### src/rtl/fifo_wr_arbiter.sv
// Round-robin, burst-limited arbiter feeding a registered FIFO write port.
// Define FIFO_ARB_PRIO_EN to add the prio_req pre-emption input for requester 0.
module fifo_wr_arbiter #(
    parameter int NUM_REQ = 4,
    parameter int DW      = 8,
    parameter int BURST   = 4
) (
    input  logic                       clk,
    input  logic                       rst_n,
    input  logic [NUM_REQ-1:0]         req_valid,
    input  logic [NUM_REQ*DW-1:0]      req_data,
    output logic [NUM_REQ-1:0]         req_ready,
    output logic                       fifo_we,
    output logic [DW-1:0]              fifo_data,
    input  logic                       fifo_full,
`ifdef FIFO_ARB_PRIO_EN
    input  logic                       prio_req,
`endif
    output logic [$clog2(NUM_REQ)-1:0] grant_id
);

    localparam int          IW      = $clog2(NUM_REQ);
    localparam logic [31:0] NREQ_U  = 32'(NUM_REQ);
    localparam logic [4:0]  BURST_C = 5'(BURST);

    localparam logic [0:0] S_IDLE = 1'b0;
    localparam logic [0:0] S_OWN  = 1'b1;

    logic [0:0]    state_reg, state_next;
    logic [IW-1:0] owner_reg, owner_next;
    logic [IW-1:0] last_grant_reg, last_grant_next;
    logic [4:0]    beat_cnt_reg, beat_cnt_next;
    logic          fifo_we_reg, fifo_we_next;
    logic [DW-1:0] fifo_data_reg, fifo_data_next;
    logic [IW-1:0] grant_id_reg, grant_id_next;

    logic [DW-1:0] data_arr [NUM_REQ];
    logic [31:0]   cand;
    logic          scan_hit;
    logic [IW-1:0] scan_idx;
    logic          own_active;
    logic          prio_hit;
    logic          sel_hit;
    logic [IW-1:0] sel_idx;
    logic          load_en;
    logic          xfer;

    generate
        for (genvar gi = 0; gi < NUM_REQ; gi++) begin : g_req
            assign data_arr[gi]  = req_data[gi*DW +: DW];
            assign req_ready[gi] = rst_n && load_en && sel_hit &&
                                   (sel_idx == IW'(gi)) && req_valid[gi];
        end
    endgenerate

`ifdef FIFO_ARB_PRIO_EN
    assign prio_hit = prio_req && req_valid[0];
`else
    assign prio_hit = 1'b0;
`endif

    // The output register can take a new beat whenever it is empty or draining.
    assign load_en    = !fifo_we_reg || !fifo_full;
    assign xfer       = |(req_valid & req_ready);
    assign own_active = (state_reg == S_OWN) && req_valid[owner_reg] &&
                        (beat_cnt_reg < BURST_C);

    // Walk from the highest offset down so the nearest valid requester after
    // last_grant is the one left standing.
    always_comb begin
        scan_hit = 1'b0;
        scan_idx = '0;
        cand     = '0;
        for (int k = NUM_REQ; k >= 1; k--) begin
            cand = 32'(last_grant_reg) + 32'(k);
            if (cand >= NREQ_U)
                cand = cand - NREQ_U;
            if (req_valid[cand[IW-1:0]]) begin
                scan_hit = 1'b1;
                scan_idx = cand[IW-1:0];
            end
        end
    end

    always_comb begin
        sel_hit = scan_hit;
        sel_idx = scan_idx;
        if (prio_hit) begin
            sel_hit = 1'b1;
            sel_idx = '0;
        end else if (own_active) begin
            sel_hit = 1'b1;
            sel_idx = owner_reg;
        end
    end

    always_comb begin
        state_next      = state_reg;
        owner_next      = owner_reg;
        last_grant_next = last_grant_reg;
        beat_cnt_next   = beat_cnt_reg;
        fifo_we_next    = fifo_we_reg;
        fifo_data_next  = fifo_data_reg;
        grant_id_next   = grant_id_reg;
        if (load_en) begin
            fifo_we_next = xfer;
            if (xfer) begin
                fifo_data_next = data_arr[sel_idx];
                grant_id_next  = sel_idx;
                if (prio_hit) begin
                    // Priority beats leave last_grant alone so rotation resumes.
                    state_next    = S_IDLE;
                    beat_cnt_next = '0;
                end else if (own_active) begin
                    if (beat_cnt_reg + 5'd1 == BURST_C) begin
                        state_next    = S_IDLE;
                        beat_cnt_next = '0;
                    end else begin
                        beat_cnt_next = beat_cnt_reg + 5'd1;
                    end
                end else begin
                    owner_next      = sel_idx;
                    last_grant_next = sel_idx;
                    if (BURST_C == 5'd1) begin
                        state_next    = S_IDLE;
                        beat_cnt_next = '0;
                    end else begin
                        state_next    = S_OWN;
                        beat_cnt_next = 5'd1;
                    end
                end
            end else if (state_reg == S_OWN && !own_active) begin
                state_next    = S_IDLE;
                beat_cnt_next = '0;
            end
        end
    end

    always_ff @(posedge clk or negedge rst_n) begin
        if (!rst_n) begin
            state_reg      <= S_IDLE;
            owner_reg      <= '0;
            last_grant_reg <= IW'(NUM_REQ - 1);
            beat_cnt_reg   <= '0;
            fifo_we_reg    <= 1'b0;
            fifo_data_reg  <= '0;
            grant_id_reg   <= '0;
        end else begin
            state_reg      <= state_next;
            owner_reg      <= owner_next;
            last_grant_reg <= last_grant_next;
            beat_cnt_reg   <= beat_cnt_next;
            fifo_we_reg    <= fifo_we_next;
            fifo_data_reg  <= fifo_data_next;
            grant_id_reg   <= grant_id_next;
        end
    end

    assign fifo_we   = fifo_we_reg;
    assign fifo_data = fifo_data_reg;
    assign grant_id  = grant_id_reg;

endmodule

### config.mk
export PLATFORM = sky130hd
export DESIGN_NAME = fifo_wr_arbiter
export DESIGN_NICKNAME = d
export VERILOG_FILES = /design/src/rtl/fifo_wr_arbiter.sv
export SDC_FILE = /design/constraint.sdc
export NUM_CORES = 1
export LEC_CHECK = 0
export BUFFER_PORTS_ARGS = -buffer_cell sky130_fd_sc_hd__buf_2
export CAP_MARGIN = 20
export CORE_MARGIN = 5
export CORE_UTILIZATION = 50
export DETAILED_ROUTE_END_ITERATION = 7
export GPL_ROUTABILITY_DRIVEN = 0
export PLACE_DENSITY = 0.84
export SYNTH_ARGS = -nofsm -noshare
export SYNTH_HDL_FRONTEND = slang
export SYNTH_SLANG_ARGS = --single-unit
### constraint.sdc
create_clock -name clk -period 2.85 [get_ports clk]
set_input_delay 0.57 -clock clk [delete_from_list [all_inputs] [get_ports clk]]
set_output_delay 0.57 -clock clk [all_outputs]
set_load 0.1 [all_outputs]
==> key figures <==
Setup path
  • R2R Path End: fifo_data[7]$_DFFE_PN0P_
  • CP required: between 2 and 2.5 ns
  • Worst EP arrival: between 2 and 2.5 ns
  • Critical Path End Type: output port
  • CP max FO: 6
  • Flop-to-flop setup slack: around 0.55 ns
  • Crit path launch type: flip-flop
  • Reg2Reg Depth: 6
  • Critical path class: flip-flop to output port
  • Worst reg2reg path startpoint: owner_reg[1]$_DFFE_PN0P_

Global route
  • Largest net degree at the start of global routing: 17
  • GR Util All Layers: between 20% and 30%
  • GR Overflow Total: 0
  • Initial antenna violation count: 0
  • First-pass GRT wire length: between 6 and 7 mm
  • Vias in the first global route: 1408

Synthesis
  • Mapped Cells: between 100 and 150
  • Predominant post-synthesis flop cell: dfrtp_1
  • Syn avg cell area: 10.3 um^2
  • Ys Warns: 0
  • Post-synth EDFFs: 0
  • Synth async-reset ratio: 100%
  • Sequential area share after synthesis: 34.8%
  • Yosys cell types: 45
  • Cell Area, Synth: around 1500 um^2
  • Mapped Nets: 187
  • Yosys reg bits: 21

Route
  • Final wirelength: 4.24 mm
  • Via count: 1481
  • Starting DRT DRC Count: slightly above 90
  • Routed wire per std cell: approximately 18 um
  • Antenna viol nets, final: 0
  • Vias/cell: 6.17
  • First-pass DRT Iterations: 6
  • DR DRC count: 0

Floorplanning
  • Core Region: between 2000 and 3000 um^2
  • Die Wd: around 65 um
  • # rows: 20
  • Num ports: between 50 and 60
  • Die Height: 65.1 um
  • Die area: around 4200 um^2
  • Starting Density: between 50% and 60%

Timing
  • Setup Viol. Count Final: 0
  • Slew headroom: between 60% and 70%
  • Count of final hold-check violations: 0
  • Final min period: 2.80 ns
  • RSZ-0062 raised after global routing: yes
  • Final period utilization: 98.2%
  • Worst Max-Slew Pin Slew: 0.543 ns
  • Clock Skews: approximately 0.017 ns
  • Final slew viol count: 0
  • Achievable Freq: about 0.36 GHz

Clock network
  • Root Buffer: clkbuf_4
  • CTS max path bufs: 2
  • Total CTS buffers: 3
  • H-tree levels: 1
  • Clk Latency, worst-skew pair: 0.32 ns
  • # clock sinks: 21
  • TritonCTS clock tree: built
  • Clk slew on worst S/H paths: about 0.13 ns

Status
  • Status: completed

Finish
  • Fraction of layout instances using a drive strength above 1: ~45%
  • NumNets Final: between 200 and 250
  • Area growth syn-to-layout: 29.3%
  • Final core occ: 65.8%
  • Most frequent cells in the layout: buf_2 (49), nand2_1 (19), dfrtp_1 (18), nor2_1 (14), buf_4 (13)
  • Non-Filler Instances: 240
  • Diodes inserted: 0
  • Commonest non-fill, non-tap cell in the layout: buf_2
  • Max reg flops: 8

Run
  • Maxcap violations: 0

Power and ir drop
  • Overall power: 2.37 mW
  • Pleak: 0.941 nW
  • Pwr Density: about 1200 nW/um^2
  • Worst-case vdd ir drop: ~0.00054 V

Place
  • I/O Buffers: 53
  • Cells after DPL: about 230
  • Detailed placer's ending HPWL: ~3.3 mm

Min path
  • Worst hold path type: input pin to asynchronous set/reset pin
## where the power goes
part	total (mW)	internal (mW)	leakage [nW]	switching (mW)
logic	1.70	0.553	0.676	1.15
registers	0.524	0.422	0.247	0.102
clock network	0.150	0.0525	0.0177	0.0977
total	2.37	1.03	0.941	1.35
## synthesized netlist by cell type, drive strengths merged (2+ instances only)
| master | count | area [um^2] |
|---|---|---|
| o21ai | 3 | 15.0 |
| nor3 | 2 | 10.0 |
| nor2 | 16 | 67.6 |
| clkbuf | 3 | 11.3 |
| a31oi | 2 | 12.5 |
| nand2 | 19 | 71.3 |
| a222oi | 8 | 80.1 |
| and2 | 4 | 27.5 |
| mux2i | 10 | 100 |
| a21oi | 6 | 30.0 |
| dfrtp | 19 | 475 |
| and3 | 2 | 12.5 |
| dfstp | 2 | 52.6 |
| buf | 7 | 67.6 |
| a221oi | 7 | 105 |
| nor3b | 3 | 22.5 |
| nor2b | 2 | 12.5 |
| a22o | 9 | 78.8 |
| o21a | 2 | 15.0 |
## kinds of logic after synthesis
group / Yosys count / synth area share (%)
buf+inv: 11 / 5.44
compound gates: 46 / 30.4
mux: 12 / 8.83
simple gates: 56 / 19.7
flops: 21 / 34.8
fa+ha+maj: 1 / 0.825
## worst max-delay path, stage by stage (launching register included)
cell	delay [ns]
dfrtp_2	0.44
mux4_2	0.53
and2_4	0.18
o31ai_4	0.29
nor3b_4	0.28
buf_12	0.20
## cell type report
cell class	instances	area, um^2
Fill cell	239	1020
Multi-Input combinational cell	115	936
Sequential cell	21	529
Timing Repair Buffer	66	423
Tap cell	33	41.3
Clock buffer	3	22.5
Clock inverter	1	5.00
Inverter	1	3.75
## per-stage QoR
stage / cell area [um^2] / TNS [ns] / setup slack (ns) / hold slack [ns]
finish: 1960 / 0 / 0.0501 / 0.0720
global route: 1960 / -0.0469 / -0.0469 / 0.0716
CTS: 1930 / 0 / 0.00414 / 0.0822
detailed placement: 1900 / 0 / 0.0740 / 0.432
global placement: 1900 / 0 / 0.130 / 0.426
floorplan: 1550 / -0.768 / -0.323 / 0.274
## what timing repair did
| item | CTS | global route |
|---|---|---|
| buffers inserted | 0 | 4 |
| hold buffers | 0 | 0 |
| setup endpoints to repair | 0 | 4 |
| resized for setup | 0 | 2 |
## layer usage
layer / GRT usage (%) / wire length, um
met1: 24.6 / 1640
met2: 35.5 / 2320
met3: 4.85 / 244
met4: 4.15 / 35
met5: 0 / 0
## worst max path at each step
stage | start | endpoint | slack [ns]
3_3_place_gp | req_valid[2] | req_ready[2] | 0.13
5_1_grt | owner_reg[1]$_DFFE_PN0P_ | req_ready[2] | -0.05
3_5_place_dp | req_valid[2] | req_ready[2] | 0.07
4_1_cts | owner_reg[1]$_DFFE_PN0P_ | req_ready[2] | 0.004
2_1_floorplan | req_valid[1] | req_ready[2] | -0.32
6_report | owner_reg[1]$_DFFE_PN0P_ | req_ready[2] | 0.05
(Power assumes the default switching activity.)
